[src/rtl/axi_lite_pkg.sv]
// rtl/axi_lite_pkg.sv - shared AXI4-Lite response codes, master state encoding and default widths
package axi_lite_pkg;

    localparam int DEFAULT_ADDR_W = 32;
    localparam int DEFAULT_DATA_W = 32;

    localparam logic [1:0] RESP_OKAY   = 2'b00;
    localparam logic [1:0] RESP_EXOKAY = 2'b01;
    localparam logic [1:0] RESP_SLVERR = 2'b10;
    localparam logic [1:0] RESP_DECERR = 2'b11;

    typedef enum logic [2:0] {
        ST_IDLE  = 3'd0,
        ST_RD_A  = 3'd1,
        ST_RD_D  = 3'd2,
        ST_WR_AW = 3'd3,
        ST_WR_B  = 3'd4,
        ST_RESP  = 3'd5
    } master_state_e;

endpackage

[src/rtl/axi_lite_master_if.sv]
// rtl/axi_lite_master_if.sv - AXI4-Lite AR/R/AW/W/B channel bundle
// master modport: drives araddr/arvalid/rready/awaddr/awvalid/wdata/wstrb/wvalid/bready
// slave modport : drives arready/rdata/rresp/rvalid/awready/wready/bresp/bvalid
interface axi_lite_master_if
    import axi_lite_pkg::*;
#(
    parameter int ADDR_W = DEFAULT_ADDR_W,
    parameter int DATA_W = DEFAULT_DATA_W
) ();
    localparam int STRB_W = DATA_W / 8;

    logic [ADDR_W-1:0] araddr;
    logic              arvalid;
    logic              arready;
    logic [DATA_W-1:0] rdata;
    logic [1:0]        rresp;
    logic              rvalid;
    logic              rready;
    logic [ADDR_W-1:0] awaddr;
    logic              awvalid;
    logic              awready;
    logic [DATA_W-1:0] wdata;
    logic [STRB_W-1:0] wstrb;
    logic              wvalid;
    logic              wready;
    logic [1:0]        bresp;
    logic              bvalid;
    logic              bready;

    modport master (
        output araddr, arvalid, rready, awaddr, awvalid, wdata, wstrb, wvalid, bready,
        input  arready, rdata, rresp, rvalid, awready, wready, bresp, bvalid
    );

    modport slave (
        input  araddr, arvalid, rready, awaddr, awvalid, wdata, wstrb, wvalid, bready,
        output arready, rdata, rresp, rvalid, awready, wready, bresp, bvalid
    );
endinterface

[src/rtl/axi_lite_master.sv]
// rtl/axi_lite_master.sv - single-outstanding CPU request/response to AXI4-Lite initiator
// clk, rst_n          : clock, asynchronous active-low reset
// req_* (valid/ready) : CPU request: we, addr, wdata, wstrb
// rsp_* (valid/ready) : CPU response: rdata (0 for writes), err (resp != OKAY)
// m_axi               : AXI4-Lite master channels
module axi_lite_master
    import axi_lite_pkg::*;
#(
    parameter int ADDR_W = DEFAULT_ADDR_W,
    parameter int DATA_W = DEFAULT_DATA_W,
    localparam int STRB_W = DATA_W / 8
) (
    input  logic              clk,
    input  logic              rst_n,

    input  logic              req_valid,
    output logic              req_ready,
    input  logic              req_we,
    input  logic [ADDR_W-1:0] req_addr,
    input  logic [DATA_W-1:0] req_wdata,
    input  logic [STRB_W-1:0] req_wstrb,

    output logic              rsp_valid,
    input  logic              rsp_ready,
    output logic [DATA_W-1:0] rsp_rdata,
    output logic              rsp_err,

    axi_lite_master_if.master m_axi
);
    localparam logic [2:0] IDLE  = ST_IDLE;
    localparam logic [2:0] RD_A  = ST_RD_A;
    localparam logic [2:0] RD_D  = ST_RD_D;
    localparam logic [2:0] WR_AW = ST_WR_AW;
    localparam logic [2:0] WR_B  = ST_WR_B;
    localparam logic [2:0] RESP  = ST_RESP;

    logic [2:0]        state;
    logic [ADDR_W-1:0] addr_q;
    logic [DATA_W-1:0] wdata_q;
    logic [STRB_W-1:0] wstrb_q;
    logic              arvalid_q;
    logic              rready_q;
    logic              awvalid_q;
    logic              wvalid_q;
    logic              bready_q;
    logic              aw_done;
    logic              w_done;

    logic aw_fire;
    logic w_fire;

    // Payload comes straight from the latched request, so it cannot move while a valid is held.
    assign m_axi.araddr  = addr_q;
    assign m_axi.arvalid = arvalid_q;
    assign m_axi.rready  = rready_q;
    assign m_axi.awaddr  = addr_q;
    assign m_axi.awvalid = awvalid_q;
    assign m_axi.wdata   = wdata_q;
    assign m_axi.wstrb   = wstrb_q;
    assign m_axi.wvalid  = wvalid_q;
    assign m_axi.bready  = bready_q;

    assign req_ready = (state == IDLE);

    assign aw_fire = awvalid_q & m_axi.awready;
    assign w_fire  = wvalid_q & m_axi.wready;

    always_ff @(posedge clk or negedge rst_n) begin
        if (!rst_n) begin
            state     <= IDLE;
            addr_q    <= '0;
            wdata_q   <= '0;
            wstrb_q   <= '0;
            arvalid_q <= 1'b0;
            rready_q  <= 1'b0;
            awvalid_q <= 1'b0;
            wvalid_q  <= 1'b0;
            bready_q  <= 1'b0;
            aw_done   <= 1'b0;
            w_done    <= 1'b0;
            rsp_valid <= 1'b0;
            rsp_rdata <= '0;
            rsp_err   <= 1'b0;
        end else begin
            case (state)
                IDLE: begin
                    if (req_valid) begin
                        addr_q  <= req_addr;
                        wdata_q <= req_wdata;
                        wstrb_q <= req_wstrb;
                        if (req_we) begin
                            state     <= WR_AW;
                            awvalid_q <= 1'b1;
                            wvalid_q  <= 1'b1;
                            aw_done   <= 1'b0;
                            w_done    <= 1'b0;
                        end else begin
                            state     <= RD_A;
                            arvalid_q <= 1'b1;
                        end
                    end
                end

                RD_A: begin
                    if (m_axi.arready) begin
                        arvalid_q <= 1'b0;
                        rready_q  <= 1'b1;
                        state     <= RD_D;
                    end
                end

                RD_D: begin
                    if (m_axi.rvalid) begin
                        rsp_rdata <= m_axi.rdata;
                        rsp_err   <= (m_axi.rresp != RESP_OKAY);
                        rready_q  <= 1'b0;
                        rsp_valid <= 1'b1;
                        state     <= RESP;
                    end
                end

                WR_AW: begin
                    // AW and W complete independently; the done flags remember an early one.
                    if (aw_fire) begin
                        awvalid_q <= 1'b0;
                        aw_done   <= 1'b1;
                    end
                    if (w_fire) begin
                        wvalid_q <= 1'b0;
                        w_done   <= 1'b1;
                    end
                    if ((aw_done | aw_fire) && (w_done | w_fire)) begin
                        bready_q <= 1'b1;
                        state    <= WR_B;
                    end
                end

                WR_B: begin
                    if (m_axi.bvalid) begin
                        rsp_rdata <= '0;
                        rsp_err   <= (m_axi.bresp != RESP_OKAY);
                        bready_q  <= 1'b0;
                        rsp_valid <= 1'b1;
                        state     <= RESP;
                    end
                end

                RESP: begin
                    if (rsp_ready) begin
                        rsp_valid <= 1'b0;
                        state     <= IDLE;
                    end
                end

                default: state <= IDLE;
            endcase
        end
    end

endmodule

[src/flat_wrapper.sv]
// flat-port wrapper written by rule: the top's interface ports become plain ports
module axi_lite_master_flat import axi_lite_pkg::*;
#(
    parameter int ADDR_W = DEFAULT_ADDR_W,
    parameter int DATA_W = DEFAULT_DATA_W,
    localparam int STRB_W = DATA_W / 8
)
  (clk, rst_n, req_valid, req_ready, req_we, req_addr, req_wdata, req_wstrb, rsp_valid, rsp_ready, rsp_rdata, rsp_err, m_axi_araddr, m_axi_arvalid, m_axi_rready, m_axi_awaddr, m_axi_awvalid, m_axi_wdata, m_axi_wstrb, m_axi_wvalid, m_axi_bready, m_axi_arready, m_axi_rdata, m_axi_rresp, m_axi_rvalid, m_axi_awready, m_axi_wready, m_axi_bresp, m_axi_bvalid);
  axi_lite_master_if #(.ADDR_W(ADDR_W), .DATA_W(DATA_W)) m_axi_i ();
  input  logic clk;
  input  logic rst_n;
  input  logic req_valid;
  output logic req_ready;
  input  logic req_we;
  input  logic [ADDR_W-1:0] req_addr;
  input  logic [DATA_W-1:0] req_wdata;
  input  logic [STRB_W-1:0] req_wstrb;
  output logic rsp_valid;
  input  logic rsp_ready;
  output logic [DATA_W-1:0] rsp_rdata;
  output logic rsp_err;
  output wire logic [$bits(m_axi_i.araddr)-1:0] m_axi_araddr;
  output wire logic [$bits(m_axi_i.arvalid)-1:0] m_axi_arvalid;
  output wire logic [$bits(m_axi_i.rready)-1:0] m_axi_rready;
  output wire logic [$bits(m_axi_i.awaddr)-1:0] m_axi_awaddr;
  output wire logic [$bits(m_axi_i.awvalid)-1:0] m_axi_awvalid;
  output wire logic [$bits(m_axi_i.wdata)-1:0] m_axi_wdata;
  output wire logic [$bits(m_axi_i.wstrb)-1:0] m_axi_wstrb;
  output wire logic [$bits(m_axi_i.wvalid)-1:0] m_axi_wvalid;
  output wire logic [$bits(m_axi_i.bready)-1:0] m_axi_bready;
  input wire logic [$bits(m_axi_i.arready)-1:0] m_axi_arready;
  input wire logic [$bits(m_axi_i.rdata)-1:0] m_axi_rdata;
  input wire logic [$bits(m_axi_i.rresp)-1:0] m_axi_rresp;
  input wire logic [$bits(m_axi_i.rvalid)-1:0] m_axi_rvalid;
  input wire logic [$bits(m_axi_i.awready)-1:0] m_axi_awready;
  input wire logic [$bits(m_axi_i.wready)-1:0] m_axi_wready;
  input wire logic [$bits(m_axi_i.bresp)-1:0] m_axi_bresp;
  input wire logic [$bits(m_axi_i.bvalid)-1:0] m_axi_bvalid;
  assign m_axi_araddr = m_axi_i.araddr;
  assign m_axi_arvalid = m_axi_i.arvalid;
  assign m_axi_rready = m_axi_i.rready;
  assign m_axi_awaddr = m_axi_i.awaddr;
  assign m_axi_awvalid = m_axi_i.awvalid;
  assign m_axi_wdata = m_axi_i.wdata;
  assign m_axi_wstrb = m_axi_i.wstrb;
  assign m_axi_wvalid = m_axi_i.wvalid;
  assign m_axi_bready = m_axi_i.bready;
  assign m_axi_i.arready = m_axi_arready;
  assign m_axi_i.rdata = m_axi_rdata;
  assign m_axi_i.rresp = m_axi_rresp;
  assign m_axi_i.rvalid = m_axi_rvalid;
  assign m_axi_i.awready = m_axi_awready;
  assign m_axi_i.wready = m_axi_wready;
  assign m_axi_i.bresp = m_axi_bresp;
  assign m_axi_i.bvalid = m_axi_bvalid;
  axi_lite_master #(.ADDR_W(ADDR_W), .DATA_W(DATA_W)) u_core (.clk(clk), .rst_n(rst_n), .req_valid(req_valid), .req_ready(req_ready), .req_we(req_we), .req_addr(req_addr), .req_wdata(req_wdata), .req_wstrb(req_wstrb), .rsp_valid(rsp_valid), .rsp_ready(rsp_ready), .rsp_rdata(rsp_rdata), .rsp_err(rsp_err), .m_axi(m_axi_i));
endmodule
[config.mk]
export PLATFORM = sky130hd
export DESIGN_NAME = axi_lite_master_flat
export DESIGN_NICKNAME = d
export VERILOG_FILES = /design/src/rtl/axi_lite_pkg.sv /design/src/rtl/axi_lite_master_if.sv /design/src/rtl/axi_lite_master.sv /design/src/flat_wrapper.sv
export SDC_FILE = /design/constraint.sdc
export NUM_CORES = 1
export LEC_CHECK = 0
export BUFFER_PORTS_ARGS = -buffer_cell sky130_fd_sc_hd__buf_4
export CORE_ASPECT_RATIO = 0.7
export CORE_MARGIN = 3
export CORE_UTILIZATION = 44
export DETAILED_ROUTE_END_ITERATION = 12
export PLACE_DENSITY = 0.8
export REMOVE_ABC_BUFFERS = 1
export SLEW_MARGIN = 10
export SYNTH_ARGS = -nofsm -noshare
export SYNTH_HDL_FRONTEND = slang
export SYNTH_SLANG_ARGS = --single-unit
[constraint.sdc]
create_clock -name clk -period 1.7 [get_ports clk]
set_input_delay 0.17 -clock clk [delete_from_list [all_inputs] [get_ports clk]]
set_output_delay 0.17 -clock clk [all_outputs]
set_load 0.01 [all_outputs]
==> results of run 1 <==
## layer usage
layer | global-route usage (%) | part of all wire [%] | up-vias
met2 | 33.41 | 51 | 157
li1 | - | - | 1566
met3 | 6.761 | 8.9 | 13
met5 | 0 | 0 | -
met4 | 4.375 | 1.3 | 0
met1 | 24.49 | 38 | 1652
## where the power goes
group          total [mW]  internal, mW  leakage (nW)  switching, mW
combinational        6.15          3.59          1.85           2.56
sequential           4.87          3.96          1.36          0.907
clock                1.98          1.02         0.140          0.955
total                13.0          8.57          3.35           4.43
## worst paths after layout
path                                 startpoint                endpoint  slack (ps)  cells past startpoint
setup / recovery                u_core.state[1]  u_core.m_axi.araddr[5]         100                      4
min in group asynchronous                 rst_n  u_core.m_axi.araddr[5]         470                      3
setup reg to reg                u_core.state[1]  u_core.m_axi.araddr[5]         100                      4
hold reg to reg            u_core.rsp_rdata[13]    u_core.rsp_rdata[13]         500                      1
max in group asynchronous                 rst_n    u_core.rsp_rdata[29]         800                      3
hold / removal                  m_axi_rdata[28]    u_core.rsp_rdata[28]          50                      2
## layout by cell type, fill, tap and decap left out, types with 2 or more instances in the layout
cell,n
nor2_1,5
nand2_1,4
a21oi_1,10
o21ai_0,4
inv_6,3
a22o_1,34
mux2_2,69
nand3b_1,3
inv_1,5
mux2i_1,2
buf_12,3
a2bb2oi_1,2
dfrtp_1,112
buf_4,261
clkbuf_16,10
nand2b_1,3
## sequential cells by signal, indices dropped and copies added (netlist names), 3 cells and up
name / flops
u_core.state: 3
u_core.m_axi.araddr: 32
u_core.rsp_rdata: 32
u_core.m_axi.wstrb: 4
u_core.m_axi.wdata: 32
## timing repair
action | 4_1_cts | 5_1_grt
hold endpoints to repair | 112 | 0
hold buffers | 1 | 0
setup endpoints to repair | 0 | 46
buffers inserted | 0 | 2
resized for setup | 0 | 4
## cells in the mapped netlist, types with 2 or more instances
library cell,count
a22o_1,34
a21oi_1,10
buf_2,13
buf_4,32
mux2_2,69
clkbuf_1,4
nand3b_1,3
o21ai_0,4
nand2b_1,3
dfrtp_1,112
a2bb2oi_1,2
nand2_1,4
mux2i_1,2
nor2_1,6
inv_1,5
## layout make-up
cell class / instances / area [µm²]
fill: 733 / 3154
multi-input combinational: 152 / 1401
clock buffer: 10 / 229.0
timing repair buffer: 266 / 2054
clock inverter: 6 / 51.30
tap: 128 / 160.2
inverter: 5 / 18.77
sequential: 112 / 2803
## logic make-up after synthesis
logic type      after synthesis
flops                       112
mux                          71
compound gates               59
buf+inv                      55
simple gates                 22
## worst reg2reg max path: cells and delay by family (launching register included)
kind	cells	cell delay (ps)
simple gates	1	300
flops	1	430
mux	1	400
buf+inv	2	370
## metrics by stage
stage | cells | utilization, % | TNS [ps] | worst slack [ps] | instance area [µm²]
final | 679 | 68.05 | 0 | 95.48 | 6718
after global routing | 679 | 68.05 | -12.54 | -12.54 | 6718
after CTS | 676 | 67.64 | 0 | 31.88 | 6678
after detailed placement | 659 | 64.70 | 0 | 37.11 | 6387
after global placement | 659 | 64.70 | 0 | 95.75 | 6387
after floorplan | 269 | - | -143300 | -1952 | 4220
==> run metrics, run 1 <==
largest net degree at the start of global routing 113; RePlAce Congestion 0.8412; largest family of logic cells by synthesized area multiplexers; CTS tree done; clock tree buffer depth 2; CTS root buffer clkbuf_16; IO buf count 253; ANT cells 0; Tcrit/Tclk final 94.38%; Final Slew Violations 0; delay-heaviest family, CP flip-flops; Final Critical Period 1605 ps; Core ar. 0.009872 mm²; I/O pin count 254; Synth Area in Adders 0%; Routed Wire Length 12.00 mm; Post-Syn Area ~0.0045 mm²; Post-Synth Simple-Gate Area under 10%; crit start category register; site row count 30; overall routing resource usage around a fifth; share of layout cells above drive strength 1 a little under two thirds; Die Wd 127.5 µm; worst-path fanout max 36; Rel. slew slack 61.16%; ys async rst share 100.0%; Post-synth EDFFs 0; kind of critical path register to register; ordered list of cells on the worst path nor4b_4 -> buf_4 -> clkbuf_16 -> mux2_2; first-pass GRT wire length 18.16 mm; outcome finished, final reports clean; # clock sinks 112; Final Setup Violations 0; vias in the first global route 3474; Overall Power 13.00 mW; clk_lat worst skew between 300 and 400 ps; Fmax about 620 MHz; CP required approximately 1900 ps; dominant cell type by area after synthesis dfrtp_1; Mapped Avg Cell Area 14.25 µm²; die footprint 0.01160 mm²; Yosys warnings 0; antenna-violating nets left 0; clk_skew 8.161 ps; post-synth cell types 31; Fin Hold WS about 51 ps; P_leak about 3.3 nW; drt pass-1 iters 4; die height 91.03 µm; post-synthesis cell count 319; mux cell area share after synthesis 17.54%; grt total ovfl 0; slew at the pin closest to its max-slew limit 582.5 ps; Setup crit end kind register; DR DRC count 0; routed via count 3388; Total Nets Final 660; CTS Buf Count 9; Final Hold Vio Count 0; 1st-iter DRT viols 130; Synth top area share between 60% and 70%; max cap viols 0; crit-path max cell delay 430 ps; initial antenna violation count 0; worst endpoint data arrival time 1820 ps; xor/xnor share of the synthesized area 0%; Synth Flop Type dfrtp_1; Max VDD drop 0.9590 mV; CP Buf/Inv Count 2; Synth area leaders dfrtp_1 (62%), mux2_2 (17%), a22o_1 (6.6%); Vias per Instance 4.990; Hold WC Path Type input port to register; Reg clk slew, reported paths 80 ps; synth-to-layout area growth 47.82%; compound-gate portion of the synthesized area approximately 10%; post-DP HPWL around 9.0 mm; Pwr per Cell Area about 1900 mW/mm²; initial core utilization 46.03%; CP max stage cell dfrtp_1; Avg WL per Cell 17.67 µm; FF+latch count, synth 112; register area share after synthesis 61.67%; H-tree levels 3
Power figures use the tool's default switching activity.
==> run 2, diff against run 1 <==
REMOVE_ABC_BUFFERS = default   (was 1)
==> run metrics, run 2 (synthesized netlist as in run 1, its figures left out) <==
outcome finished, final reports clean; initial antenna violation count 0; ANT cells 0; initial core utilization between 40% and 50%; worst-path fanout max 37; Die Wd approximately 130 µm; H-tree levels 3; Avg WL per Cell 17.05 µm; Critical path origin u_core.state[1]; Final Setup Violations 0; Max VDD drop 0.9028 mV; Routed Wire Length 11.61 mm; Fmax 618.3 MHz; Setup crit end kind register; design area between 0.006 and 0.007 mm²; drt pass-1 iters 4; setup total negative slack 0 ps; routed via count roughly 3400; Area after DPL 0.006437 mm²; 1st-iter DRT viols approximately 130; Reg clk slew, reported paths 70 ps; Rel. slew slack 63.41%; synth-to-layout area growth 48.46%; RSZ-0062 raised after global routing no; die footprint ~0.012 mm²; die height 91.03 µm; clock tree buffer depth 2; slew at the pin closest to its max-slew limit 548.9 ps; Crit Reg-Reg Endpoint u_core.m_axi.araddr[1]; Final Slew Violations 0; Final Critical Period between 1500 and 2000 ps; # clock sinks 112; Vias per Instance around 5.0; Hold WC Path Type input port to register; CP required 1920 ps; clk_skew 4.915 ps; kind of critical path register to register; commonest non-fill, non-tap cell in the layout buf_4; antenna-violating nets left 0; Final Hold Vio Count 0; Pwr per Cell Area 1939 mW/mm²; first-pass GRT wire length 18.22 mm; clk_lat worst skew 330 ps; crit path to u_core.m_axi.araddr[1]; worst setup margin 82.69 ps; grt total ovfl 0; DR DRC count 0; Tcrit/Tclk final between 90% and 100%; overall routing resource usage 19.65%; CTS tree done; site row count 30; max cap viols 0; post-DP HPWL 9.052 mm; vias in the first global route roughly 3600; # Post-CTS Setup Buffers 0; setup slack, reg-to-reg 80 ps; crit start category register; FF-to-FF Start u_core.state[1]; I/O pin count 254; CTS Buf Count 9; RePlAce Congestion about 0.84; syn nets around 430; share of layout cells above drive strength 1 63.83%; Total Nets Final roughly 660; CTS root buffer clkbuf_16; IO buf count 253; Worst R2R Path Depth 4; Core ar. 0.009872 mm²; P_leak 3.361 nW; worst endpoint data arrival time 1840 ps; most frequent cells in the layout buf_4 (263), dfrtp_1 (112), mux2_2 (69); dpl ws roughly 95 ps; Fin Hold WS between 50 and 60 ps; largest net degree at the start of global routing 41
[run 2: changes by cell type in the layout (fill, tap and decap cells not counted), sizes merged]
cell,before,now
clkbuf,11,12
bufinv,0,1
buf,264,267
inv,9,6
[run 2: final cells by class]
cell class / count / area [µm²]
fillers: 747 / 3126
flip-flops and latches: 112 / 2803
repair buffers: 268 / 2064
multi-input cells: 152 / 1401
clock buffers: 12 / 246.5
well taps: 128 / 160.2
clock inverters: 4 / 52.55
inverters: 5 / 18.77
[run 2: stage by stage]
step	power, mW	std cells	utilization, %
6_report	13.08	681	68.34
5_1_grt	13.88	681	68.34
4_1_cts	13.26	681	68.34
3_5_place_dp	11.12	664	65.21
3_3_place_gp	10.90	664	65.21
2_1_floorplan	8.124	319	-
[run 2: worst min path at each step]
| stage | startpoint | slack (ps) | endpoint | cells after the start |
|---|---|---|---|---|
| 2_1_floorplan | rst_n | -130 | u_core.aw_done | 0 |
| 5_1_grt | m_axi_rdata[30] | 40 | u_core.rsp_rdata[30] | 2 |
| 3_3_place_gp | rst_n | 180 | u_core.m_axi.wstrb[3] | 1 |
| 6_report | m_axi_rdata[18] | 50 | u_core.rsp_rdata[18] | 2 |
| 4_1_cts | m_axi_rdata[30] | 40 | u_core.rsp_rdata[30] | 2 |
| 3_5_place_dp | rst_n | 190 | u_core.m_axi.wstrb[3] | 1 |
[run 2: per-layer routing]
layer,vias up,GRT usage (%),part of all wire (%)
met3,20,7.290,10
met4,0,5.446,1.8
met2,162,33.58,50
met1,1646,23.29,37
met5,-,0,0
li1,1563,-,-
[run 2: where the power goes]
group / total [mW] / internal, mW / switching, mW / leakage (nW)
Clock: 2.10 / 1.19 / 0.911 / 0.147
Combinational: 6.15 / 3.58 / 2.58 / 1.86
Sequential: 4.83 / 3.97 / 0.866 / 1.36
Total: 13.1 / 8.73 / 4.35 / 3.36
[run 2: repair_timing]
action,CTS,global route
hold endpoints to repair,38,0
hold buffers,1,0
gates resized for setup,0,0
setup endpoints to repair,0,0
[run 2: critical path, cell delays in order, from the launching register on]
cell and delay [ps]:
dfrtp_1 440, nor4b_4 300, buf_4 170, buf_12 200, mux2_2 370
